### src/rtl/div_pkg.sv
// Shared types and sizing for the sequential restoring divider.
// Optional overflow/divide-by-zero detection is enabled by DIV_OVF_DETECT_EN.
package div_pkg;

    localparam int DIV_WIDTH = 16;

    typedef enum logic [1:0] {
        IDLE,
        BUSY,
        DONE
    } state_t;

    function automatic int cnt_w(input int w);
        return (w > 1) ? $clog2(w) : 1;
    endfunction

endpackage

### src/rtl/div_step.sv
// One combinational restoring-division iteration: shift {R,Q}, trial subtract D.
module div_step #(
    parameter int WIDTH = 16
) (
    input  logic [WIDTH:0]   i_r,
    input  logic [WIDTH-1:0] i_q,
    input  logic [WIDTH-1:0] i_d,
    output logic [WIDTH:0]   o_r,
    output logic [WIDTH-1:0] o_q
);

    logic [WIDTH+1:0] w_sh;
    logic [WIDTH+1:0] w_dx;
    logic             w_ge;

    assign w_sh = {i_r, i_q[WIDTH-1]};
    assign w_dx = {2'b00, i_d};
    assign w_ge = (w_sh >= w_dx);

    // R stays below D between steps, so the dropped MSB is always zero
    assign o_r = (WIDTH+1)'(w_ge ? (w_sh - w_dx) : w_sh);
    assign o_q = {i_q[WIDTH-2:0], w_ge};

endmodule

### src/rtl/seq_div_top.sv
// Multi-cycle restoring divider, 2W/W -> W quotient and remainder.
// Define DIV_OVF_DETECT_EN to flag divide-by-zero/overflow on err.
module seq_div_top
    import div_pkg::*;
#(
    parameter int WIDTH = DIV_WIDTH
) (
    input  logic               clk,
    input  logic               rst_n,
    input  logic               in_valid,
    output logic               in_ready,
    input  logic [2*WIDTH-1:0] dividend,
    input  logic [WIDTH-1:0]   divisor,
    output logic               out_valid,
    input  logic               out_ready,
    output logic [WIDTH-1:0]   quot,
    output logic [WIDTH-1:0]   rem,
    output logic               err
);

    localparam int CW = cnt_w(WIDTH);

    state_t           r_state;
    state_t           w_next;
    logic [WIDTH:0]   r_r;
    logic [WIDTH-1:0] r_q;
    logic [WIDTH-1:0] r_d;
    logic [CW-1:0]    r_cnt;
    logic             r_err;
    logic [WIDTH:0]   w_r_nx;
    logic [WIDTH-1:0] w_q_nx;
    logic             w_accept;
    logic             w_last;
    logic             w_ovf;

    assign w_accept = in_valid && (r_state == IDLE);
    assign w_last   = (r_cnt == CW'(WIDTH - 1));

`ifdef DIV_OVF_DETECT_EN
    assign w_ovf = (divisor == '0)
                || (dividend[2*WIDTH-1:WIDTH] >= divisor);
`else
    assign w_ovf = 1'b0;
`endif

    div_step #(
        .WIDTH (WIDTH)
    ) u_step (
        .i_r (r_r),
        .i_q (r_q),
        .i_d (r_d),
        .o_r (w_r_nx),
        .o_q (w_q_nx)
    );

    always_ff @(posedge clk or negedge rst_n) begin
        if (!rst_n) begin
            r_state <= IDLE;
        end else begin
            r_state <= w_next;
        end
    end

    always_comb begin
        w_next = r_state;
        unique case (r_state)
            IDLE: if (w_accept) w_next = w_ovf ? DONE : BUSY;
            BUSY: if (w_last) w_next = DONE;
            DONE: if (out_ready) w_next = IDLE;
            default: w_next = IDLE;
        endcase
    end

    always_ff @(posedge clk or negedge rst_n) begin
        if (!rst_n) begin
            r_r   <= '0;
            r_q   <= '0;
            r_d   <= '0;
            r_cnt <= '0;
            r_err <= 1'b0;
        end else begin
            unique case (r_state)
                IDLE: begin
                    if (w_accept && w_ovf) begin
                        r_q   <= '1;
                        r_r   <= {1'b0, dividend[WIDTH-1:0]};
                        r_err <= 1'b1;
                    end else if (w_accept) begin
                        r_r   <= {1'b0, dividend[2*WIDTH-1:WIDTH]};
                        r_q   <= dividend[WIDTH-1:0];
                        r_d   <= divisor;
                        r_cnt <= '0;
                        r_err <= 1'b0;
                    end
                end
                BUSY: begin
                    r_r   <= w_r_nx;
                    r_q   <= w_q_nx;
                    r_cnt <= r_cnt + 1'b1;
                end
                default: ;
            endcase
        end
    end

    assign in_ready  = (r_state == IDLE);
    assign out_valid = (r_state == DONE);
    assign quot      = r_q;
    assign rem       = r_r[WIDTH-1:0];
    assign err       = r_err;

endmodule
### config.mk
export PLATFORM = sky130hd
export DESIGN_NAME = seq_div_top
export DESIGN_NICKNAME = d
export VERILOG_FILES = /design/src/rtl/div_pkg.sv /design/src/rtl/div_step.sv /design/src/rtl/seq_div_top.sv
export SDC_FILE = /design/constraint.sdc
export NUM_CORES = 1
export LEC_CHECK = 0
export CAP_MARGIN = 10
export CORE_ASPECT_RATIO = 1.2
export CORE_UTILIZATION = 40
export DETAILED_ROUTE_END_ITERATION = 7
export GPL_TIMING_DRIVEN = 1
export HOLD_SLACK_MARGIN = 0.1
export PLACE_DENSITY = 0.75
export SLEW_MARGIN = 30
export SYNTH_ARGS = -nofsm -noshare
export SYNTH_HDL_FRONTEND = slang
export SYNTH_HIERARCHICAL = 1
export SYNTH_SLANG_ARGS = --single-unit
### constraint.sdc
create_clock -name clk -period 2.8 [get_ports clk]
set_input_delay 0.84 -clock clk [delete_from_list [all_inputs] [get_ports clk]]
set_output_delay 0.84 -clock clk [all_outputs]
set_load 0.05 [all_outputs]
Word-level counts from Yosys, hierarchy flattened
Index checks and enable logic that the tools add are counted.
{"block": "classes", "n_addsub": 2, "n_lt_le_gt_ge": 1, "n_eq_ne": 6, "muxes": 11, "reduce_logical": 6}
{"op": "$mux 17", "count": 2}
{"op": "$pmux 17 s2", "count": 1}
{"op": "$pmux 16 s2", "count": 1}
{"op": "$ge 18x16->1", "count": 1}
{"op": "$sub 17x16->17", "count": 1}
{"op": "$mux 16", "count": 1}
{"op": "$pmux 4 s2", "count": 1}
{"op": "$mux 2", "count": 3}
{"op": "$pmux 2 s3", "count": 1}
{"op": "$add 4x1->4 const B", "count": 1}
{"op": "$eq 4x4->1 const B", "count": 1}
{"op": "$mux 4", "count": 1}
{"op": "$ne 2x1->1 const B", "count": 2}
{"op": "$reduce_and 2->1", "count": 2}
{"op": "$reduce_and 3->1", "count": 1}
{"op": "$eq 2x1->1 const B", "count": 1}
{"op": "$eq 2x2->1 const B", "count": 1}
{"op": "$logic_not 2->1", "count": 1}
{"op": "$ne 2x2->1 const B", "count": 1}
{"op": "$reduce_bool 2->1", "count": 1}
{"op": "$logic_and 1x1->1", "count": 1}
{"block": "word_totals", "regBits": 55, "input_bits": 52, "out_inout_bits": 35, "wordCells": 31}

Depth between registers and ports, before layout
Gate-level depths: netlist of the first run.
{"block": "depth", "word_depth": 4, "depth_mapped": 13, "ltp_nobuf": 12}

By module
The synthesis of the first run kept the hierarchy.
{"mod": "seq_div_top", "instances": 1, "cells_each": 261, "area_per_inst_um2": 2777.7, "seq_area_each_um2": 1376.3}
{"mod": "div_step", "instances": 1, "cells_each": 175, "area_per_inst_um2": 1188.6, "seq_area_each_um2": 0.0}

Least setup slack after synthesis of the first run
Ideal clock, no wire load.
{"block": "synth_timing", "path_type": "register to register", "from": "register r_q[15] (netlist: quot[15])", "to": "register r_r[12]", "setup_ns": 0.133, "arrival_ns": 2.824, "required_time_ns": 2.667, "path_slack_ns": -0.157, "path_stages_with_launch": 13, "path_buffers": 1, "synth_period_minus_slack_ns": 2.957, "path_cell_list": "dfrtp_1 inv_1 ha_1 inv_1 fa_1 a21o_1 a221o_1 o211ai_2 nand3_4 buf_6 mux2_4 a22oi_1 o21ai_0"}
{"block": "synth_via", "elab_chain_len": 3, "word_cells_on_any_way": 4, "classes_between": "1 x add/sub; 1 x order compare; 2 x mux"}
{"element": "start: declaration", "line_no": "seq_div_top.sv:26", "text": "logic [WIDTH-1:0] r_q;"}
{"element": "start signal: assignment", "line_no": "seq_div_top.sv:90", "text": "r_q <= dividend[WIDTH-1:0];"}
{"element": "start signal: assignment", "line_no": "seq_div_top.sv:98", "text": "r_q <= w_q_nx;"}
{"element": "$sub 17x16->17 or $ge 18x16->1 (tied branches)", "line_no": "div_step.sv:21, div_step.sv:18"}
{"element": "$mux 17 *", "line_no": "div_step.sv:21", "text": "assign o_r = (WIDTH+1)'(w_ge ? (w_sh - w_dx) : w_sh);"}
{"element": "named net w_r_nx[12]", "line_no": "seq_div_top.sv:30", "text": "logic [WIDTH:0] w_r_nx;"}
{"element": "$pmux 17 s2 *", "line_no": "seq_div_top.sv:82", "text": "unique case (r_state)"}
{"element": "end signal: assignment", "line_no": "seq_div_top.sv:86", "text": "r_r <= {1'b0, dividend[WIDTH-1:0]};"}
{"element": "end signal: assignment", "line_no": "seq_div_top.sv:89", "text": "r_r <= {1'b0, dividend[2*WIDTH-1:WIDTH]};"}
{"element": "end signal: assignment", "line_no": "seq_div_top.sv:97", "text": "r_r <= w_r_nx;"}
{"element": "end: declaration", "line_no": "seq_div_top.sv:25", "text": "logic [WIDTH:0] r_r;"}
Mark *: on every way through the listed nets, which the timed path passes. The rest lies on a longest branch.
A chain may end at the register's enable or synchronous reset.

Worst setup path after layout of the first run
{"block": "layout_timing", "from": "register r_q[15] (netlist: quot[15])", "to": "register r_r[4]"}
{"block": "layout_via", "elab_chain_len": 3, "word_cells_on_any_way": 4, "classes_between": "1 x add/sub; 1 x order compare; 2 x mux"}
{"element": "$ge 18x16->1", "line_no": "div_step.sv:18", "text": "assign w_ge = (w_sh >= w_dx);"}
{"element": "named net w_q_nx[0]", "line_no": "seq_div_top.sv:31", "text": "logic [WIDTH-1:0] w_q_nx;"}
{"element": "$mux 17", "line_no": "div_step.sv:21"}
{"element": "named net w_r_nx[4]", "line_no": "seq_div_top.sv:30"}
{"element": "$pmux 17 s2", "line_no": "seq_div_top.sv:82"}
The timed path passes the listed nets, and every way through them passes these cells.

==> metrics.cfg, run 1 <==
[outcome]
status = completed

[global_routing]
grt_overflow = 0
antenna_found_initial = 0
track_usage_pct = 19.2
grt_pass1_wl_um = 16000
grt_pass1_vias = 3461
grt_start_max_net_pins = 34

[floorplanning]
fp.dieW_um = 92.9
dieArea_um2 = 10300
core_area_um2 = 9560
die_y_um = 111
io_pins = 87
rows = 39
start_util_pct = 41.5

[clocking]
htreeDepth = 2
cts_root_buf = clkbuf_16
clk_pin_slew_ns = 0.08
clock_latency_ns = 0.29
ctsLongestPathBuffers = 2
numCtsBuffers = 5
cts_hold_buf = 0
cts_tree = yes
clkSinkCount = 55

[setup_path]
critPathLaunch = quot[15]
end_kind = flop
path_class = reg -> reg
r2r_start = quot[15]
worst_ep_required_time_ns = 2.95
reg2reg_depth = 11
r2r-end = r_r[4]
crit_path_start_kind = flop
crit_path_end = r_r[4]
reg2reg_slack_ns = 0.01
cp.arrival_ns = 2.94
crit_fanout = 5

[logic_synthesis]
syn_avg_cell_area_um2 = 9.10
synth_area_leaders = dfrtp_1 (35%), buf_4 (6.2%), a21oi_1 (6.1%)
syn_inst = 436
syn_nets = 506
synth_top_area_share_pct = 34.7
ys_seq_area_share_pct = 34.7
synth_cell_types = 47
async_reset_ff_share_pct = 100
synth_edf_count = 0
synth_area_um2 = 3970
synth_top_area_cell = dfrtp_1
synth_ff_type = dfrtp_1
synth-seq-cells = 55
yosysWarnings = 6

[timing]
fin_crit_ns = 2.79
clock_skew_ns = 0.00820
setup_viol = 0
period_share_pct = 99.5
setup_ws_ns = 0.0126
drv_slew = 0
worst_pin_slew_ns = 0.722
max-slew-margin-rel_pct = 51.9
rsz0062_at_grt = yes
finalSetupTns_ns = 0
hold_viol_final = 0
timing.fmax_mhz = 359

[route]
vias_per_cell = 5.47
dr.pass1.iters = 4
antenna_left = 0
drt_drc_violations_left = 0
wl_um = 9960
wl_per_cell_um = 16.1
num_vias = 3394
initialDrtViolationCount = 135

[final_layout]
utilization_pct = 54.0
layout_commonest_cell = clkdlybuf4s50_1
layout_common_cells = clkdlybuf4s50_1 (82), dfrtp_1 (54), a21oi_1 (44)
diodes = 0
syn2layout_area_growth_pct = 30.2
drive_gt1_share_pct = 17.9
nets = 566

[placed_design]
place_congestion = 0.849
dpl.hpwl_um = 6870
dp_worst_setup_slack_ns = -0.0343
portBuffers = 85

[worst_hold_path]
min_path_type = reg -> reg

[flow_run]
maxCapViolations = 0

==> what timing repair did <==
action,in CTS,in global routing
setup buffers,0,5
setup endpoints to repair,6,17
cloned,1,1
resized for setup,1,42
pin swaps,2,17
==> flip-flops by register name, indices dropped and copies added (netlist names) <==
signal / cells
r_cnt: 4
quot: 16
r_d: 16
r_state: 2
r_r: 17
==> stage by stage <==
| step | hold WS (ns) | cells | area, µm² |
|---|---|---|---|
| after floorplan | 0.467 | 436 | 3980 |
| after global placement | 0.484 | 605 | 4760 |
| after detailed placement | 0.494 | 605 | 4760 |
| after CTS | 0.517 | 614 | 4970 |
| after global routing | 0.532 | 620 | 5160 |
| final | 0.516 | 620 | 5160 |
==> routing by layer <==
layer,GRT usage [%],wire length (µm),vias up
met3,3.02,475,14
met5,0,0,-
met4,5.85,147,0
met1,22.5,4060,1641
met2,35.2,5280,103
li1,-,-,1636
==> worst min-delay path by stage <==
stage                     slack (ns)  cells past startpoint  startpoint  endpoint
after floorplan                 0.47                      1     r_r[16]   r_r[16]
after global placement          0.48                      1     r_r[16]   r_r[16]
after detailed placement        0.49                      1      r_d[9]    r_d[9]
after CTS                       0.52                      1     r_d[15]   r_d[15]
after global routing            0.53                      1      r_d[4]    r_d[4]
final                           0.52                      1      r_d[4]    r_d[4]
==> critical path, cell delays in order, from the launching register on <==
cell and delay (ns):
dfrtp_2 0.41, inv_2 0.06, ha_4 0.12, inv_2 0.04, fa_2 0.33, a21o_1 0.20
a221o_1 0.37, o211ai_4 0.32, nand3_4 0.19, mux2_4 0.36, a22oi_2 0.13, o21ai_1 0.10
==> synthesized netlist by cell type (2+ instances only) <==
| cell type | instances |
|---|---|
| a211oi_1 | 6 |
| a21o_1 | 3 |
| a21oi_1 | 48 |
| a22o_1 | 3 |
| a22oi_1 | 32 |
| and2b_1 | 2 |
| buf_2 | 9 |
| buf_4 | 33 |
| buf_6 | 3 |
| clkbuf_1 | 13 |
| dfrtp_1 | 55 |
| ha_1 | 17 |
| inv_1 | 22 |
| mux2_2 | 12 |
| mux2_4 | 12 |
| nand2_1 | 13 |
| nand2b_1 | 5 |
| nand3_1 | 5 |
| nand4_1 | 3 |
| nor2_1 | 22 |
| nor2b_1 | 33 |
| nor2b_4 | 2 |
| nor3_1 | 3 |
| o211ai_1 | 2 |
| o21a_1 | 2 |
| o21ai_0 | 43 |
| o21bai_1 | 2 |
| o2bb2ai_1 | 2 |
| xnor2_1 | 5 |
| xor2_1 | 7 |
==> cell families (layout without fill, tap and decap cells) <==
family / count (synthesis) / in the layout / synth area share, %
adder cells (fa/ha/maj): 18 / 18 / 5.87
flip-flops: 55 / 55 / 34.7
multiplexers: 25 / 25 / 8.20
AO/OA/AOI/OAI: 154 / 154 / 24.0
other: 1 / 1 / 0.0945
buffers and inverters: 81 / 140 / 12.1
XOR/XNOR: 12 / 12 / 2.65
AND/OR/NAND/NOR: 90 / 92 / 12.5
==> final cells by class <==
class | instances | area (µm²)
fill | 901 | 4400
multi-input combinational | 302 | 2290
sequential | 55 | 1380
timing repair buffer | 110 | 1060
tap | 123 | 154
clock buffer | 5 | 125
inverter | 22 | 82.6
clock inverter | 3 | 67.6
Power of run 1 is not shown: default switching activity piles up to over one toggle a cycle in this logic, so the estimate is an artifact.
==> run 2: changes to the inputs <==
--- a/config.mk
+++ b/config.mk
@@ -6,12 +6,14 @@
 export NUM_CORES = 1
 export LEC_CHECK = 0
 export CAP_MARGIN = 10
+export CELL_PAD_IN_SITES_DETAIL_PLACEMENT = 1
+export CELL_PAD_IN_SITES_GLOBAL_PLACEMENT = 1
 export CORE_ASPECT_RATIO = 1.2
-export CORE_UTILIZATION = 40
+export CORE_UTILIZATION = 35
 export DETAILED_ROUTE_END_ITERATION = 7
 export GPL_TIMING_DRIVEN = 1
 export HOLD_SLACK_MARGIN = 0.1
-export PLACE_DENSITY = 0.75
+export PLACE_DENSITY = 0.84
 export SLEW_MARGIN = 30
 export SYNTH_ARGS = -nofsm -noshare
 export SYNTH_HDL_FRONTEND = slang
==> run 2 against run 1 <==
  * Maximum frequency up 0.68%
  * Die area up 14%
  * Flip-flop and latch count unchanged
  * Cell count up 1.9%
  * Register-to-register slack better by 0.02 ns
  * Critical endpoint is now r_r[12]
  * Largest cell class unchanged
  * Critical path depth up 1
  * First-iteration DRC count up 19%
  * Critical path type unchanged
==> metrics.cfg, run 2 (same netlist as run 1, synthesis figures left out) <==
[setup_path]
path_buf_inv = 3  ; +1
cpMostUsedCell = inv_2
worst_ep_required_time_ns = 2.98  ; +0.03 ns
critical_path.top_delay_family = compound AO/OA/AOI/OAI gates
cp.arrival_ns = 2.95  ; about the same
reg2reg_slack_ns = 0.03  ; +0.02 ns
cpMaxStageDelayCell = dfrtp_2
end_kind = flop
path_cells = inv_2 -> ha_4 -> inv_2 -> fa_2 -> a21o_1 -> a221o_1 -> o211ai_2 -> nand3_4 -> buf_6 -> mux2_4 -> a22oi_1 -> o21ai_1
path_class = reg -> reg
crit_fanout = 5  ; unchanged
slowest_delay_ns = 0.41  ; about the same
crit_path_start_kind = flop

[timing]
period_share_pct = 98.9  ; -0.67 points
fin_crit_ns = 2.77  ; -0.0188 ns
clock_skew_ns = 0.00672  ; -0.00148 ns
drv_slew = 0  ; unchanged
max-slew-margin-rel_pct = 54.8  ; +2.9 points
hold_ws_ns = 0.515  ; -0.000958 ns
setup_viol = 0  ; unchanged
worst_pin_slew_ns = 0.678  ; -0.0435 ns
hold_viol_final = 0  ; unchanged
timing.fmax_mhz = 361  ; +0.68%
rsz0062_at_grt = yes

[placed_design]
place_congestion = 0.854  ; +0.57%
dpl.hpwl_um = 8280  ; +21%
portBuffers = 85  ; unchanged
place_inst = 619  ; +2.3%
post_dp_cell_area_um2 = 4810  ; +1.0%

[final_layout]
layout_common_cells = clkdlybuf4s50_1 (82), dfrtp_1 (54), a21oi_1 (46)
utilization_pct = 45.8  ; -8.1 points
drive_gt1_share_pct = 16.2  ; -1.7 points
largest_register_ffs = 17  ; unchanged
final_area_um2 = 5060  ; -2.0%
nets = 569  ; +0.53%
diodes = 0  ; unchanged
layout_commonest_cell = clkdlybuf4s50_1
syn2layout_area_growth_pct = 27.5
regMostFlops = r_r
stdcell_count = 632  ; +1.9%

[clocking]
cts_root_buf = clkbuf_16
clock_latency_ns = 0.30  ; about the same
cts_tree = yes
numCtsBuffers = 5  ; unchanged
clkSinkCount = 55  ; unchanged
ctsLongestPathBuffers = 2  ; unchanged
cts_hold_buf = 0  ; unchanged
clk_pin_slew_ns = 0.08  ; about the same
htreeDepth = 2  ; unchanged

[global_routing]
track_usage_pct = 20.6  ; +1.4 points
antenna_found_initial = 0  ; unchanged
grt_pass1_wl_um = 19200  ; +20%
grt_pass1_vias = 3817  ; +10%
grt_overflow = 0  ; unchanged
grt_start_max_net_pins = 34  ; unchanged

[route]
antenna_left = 0  ; unchanged
num_vias = 3490  ; +2.8%
drt_drc_violations_left = 0  ; unchanged
vias_per_cell = 5.52  ; +0.88%
wl_per_cell_um = 18.8  ; +17%
dr.pass1.iters = 4  ; unchanged
wl_um = 11900  ; +19%
initialDrtViolationCount = 160  ; +19%

[floorplanning]
die_y_um = 119  ; +6.8%
start_util_pct = 35.9  ; -5.5 points
rows = 42  ; +7.7%
io_pins = 87  ; unchanged
core_area_um2 = 11000  ; +15%
fp.dieW_um = 99.2  ; +6.8%
dieArea_um2 = 11800  ; +14%

[flow_run]
maxCapViolations = 0  ; unchanged

[worst_hold_path]
min_path_type = reg -> reg

[outcome]
status = completed

run 2: cell count changes in the layout (fill, tap and decap cells not counted), sizes merged:
| cell | change |
|---|---|
| buf | +4 |
| bufinv | -2 |
| nand3 | -2 |
| clkbuf | +1 |
| clkinvlp | +1 |
| inv | +1 |
run 2: repair_timing:
item / CTS / global route
pin swaps: 2 / 8
cloned: 0 / 1
setup endpoints to repair: 4 / 14
setup buffers: 0 / 4
resized for setup: 4 / 16
run 2: area by class of cell:
type / count / area, µm²
Clock buffer: 5 / 125
Clock inverter: 3 / 23.8
Fill cell: 1285 / 5980
Inverter: 22 / 82.6
Multi-Input combinational cell: 300 / 2170
Sequential cell: 55 / 1380
Tap cell: 132 / 165
Timing Repair Buffer: 115 / 1120
run 2: per-layer routing:
layer  vias to the layer above  GRT usage [%]  share of wire, %
met5                         -              0                 0
met4                         0           6.34               1.3
met3                        13           2.66               3.7
met2                        84           38.4                55
met1                      1754           24.1                40
li1                       1639              -                 -
run 2: worst paths after layout:
path	start	endpoint	depth (start not counted)
max in group asynchronous	rst_n	r_r[7]	2
worst max-delay path	quot[15]	r_r[12]	12
min in group asynchronous	rst_n	quot[2]	1
worst min-delay path	r_d[7]	r_d[7]	1
worst max register to register	quot[15]	r_r[12]	12
worst min register to register	r_d[7]	r_d[7]	1
run 2: through the flow:
step	setup WS, ns	TNS (ns)
4_1_cts	0.00212	0
6_report	0.0315	0
3_3_place_gp	0.0557	0
2_1_floorplan	-0.00212	-0.00423
3_5_place_dp	-0.00579	-0.00579
5_1_grt	-0.0485	-0.296
run 2: worst register-to-register path, cell delays in order, from the launching register on:
cell	delay [ns]
dfrtp_2	0.41
inv_2	0.07
ha_4	0.13
inv_2	0.04
fa_2	0.33
a21o_1	0.21
a221o_1	0.32
o211ai_2	0.23
nand3_4	0.18
buf_6	0.19
mux2_4	0.29
a22oi_1	0.16
o21ai_1	0.10
Power of run 2 is left out for the same reason.
==> run 3: changes to the inputs <==
--- a/config.mk
+++ b/config.mk
@@ -11,7 +11,6 @@
 export CORE_ASPECT_RATIO = 1.2
 export CORE_UTILIZATION = 35
 export DETAILED_ROUTE_END_ITERATION = 7
-export GPL_TIMING_DRIVEN = 1
 export HOLD_SLACK_MARGIN = 0.1
 export PLACE_DENSITY = 0.84
 export SLEW_MARGIN = 30
==> results of run 3 <==
No change in the layout: final DEF, timing and power equal those of run 2.
Power of run 3 is left out for the same reason.
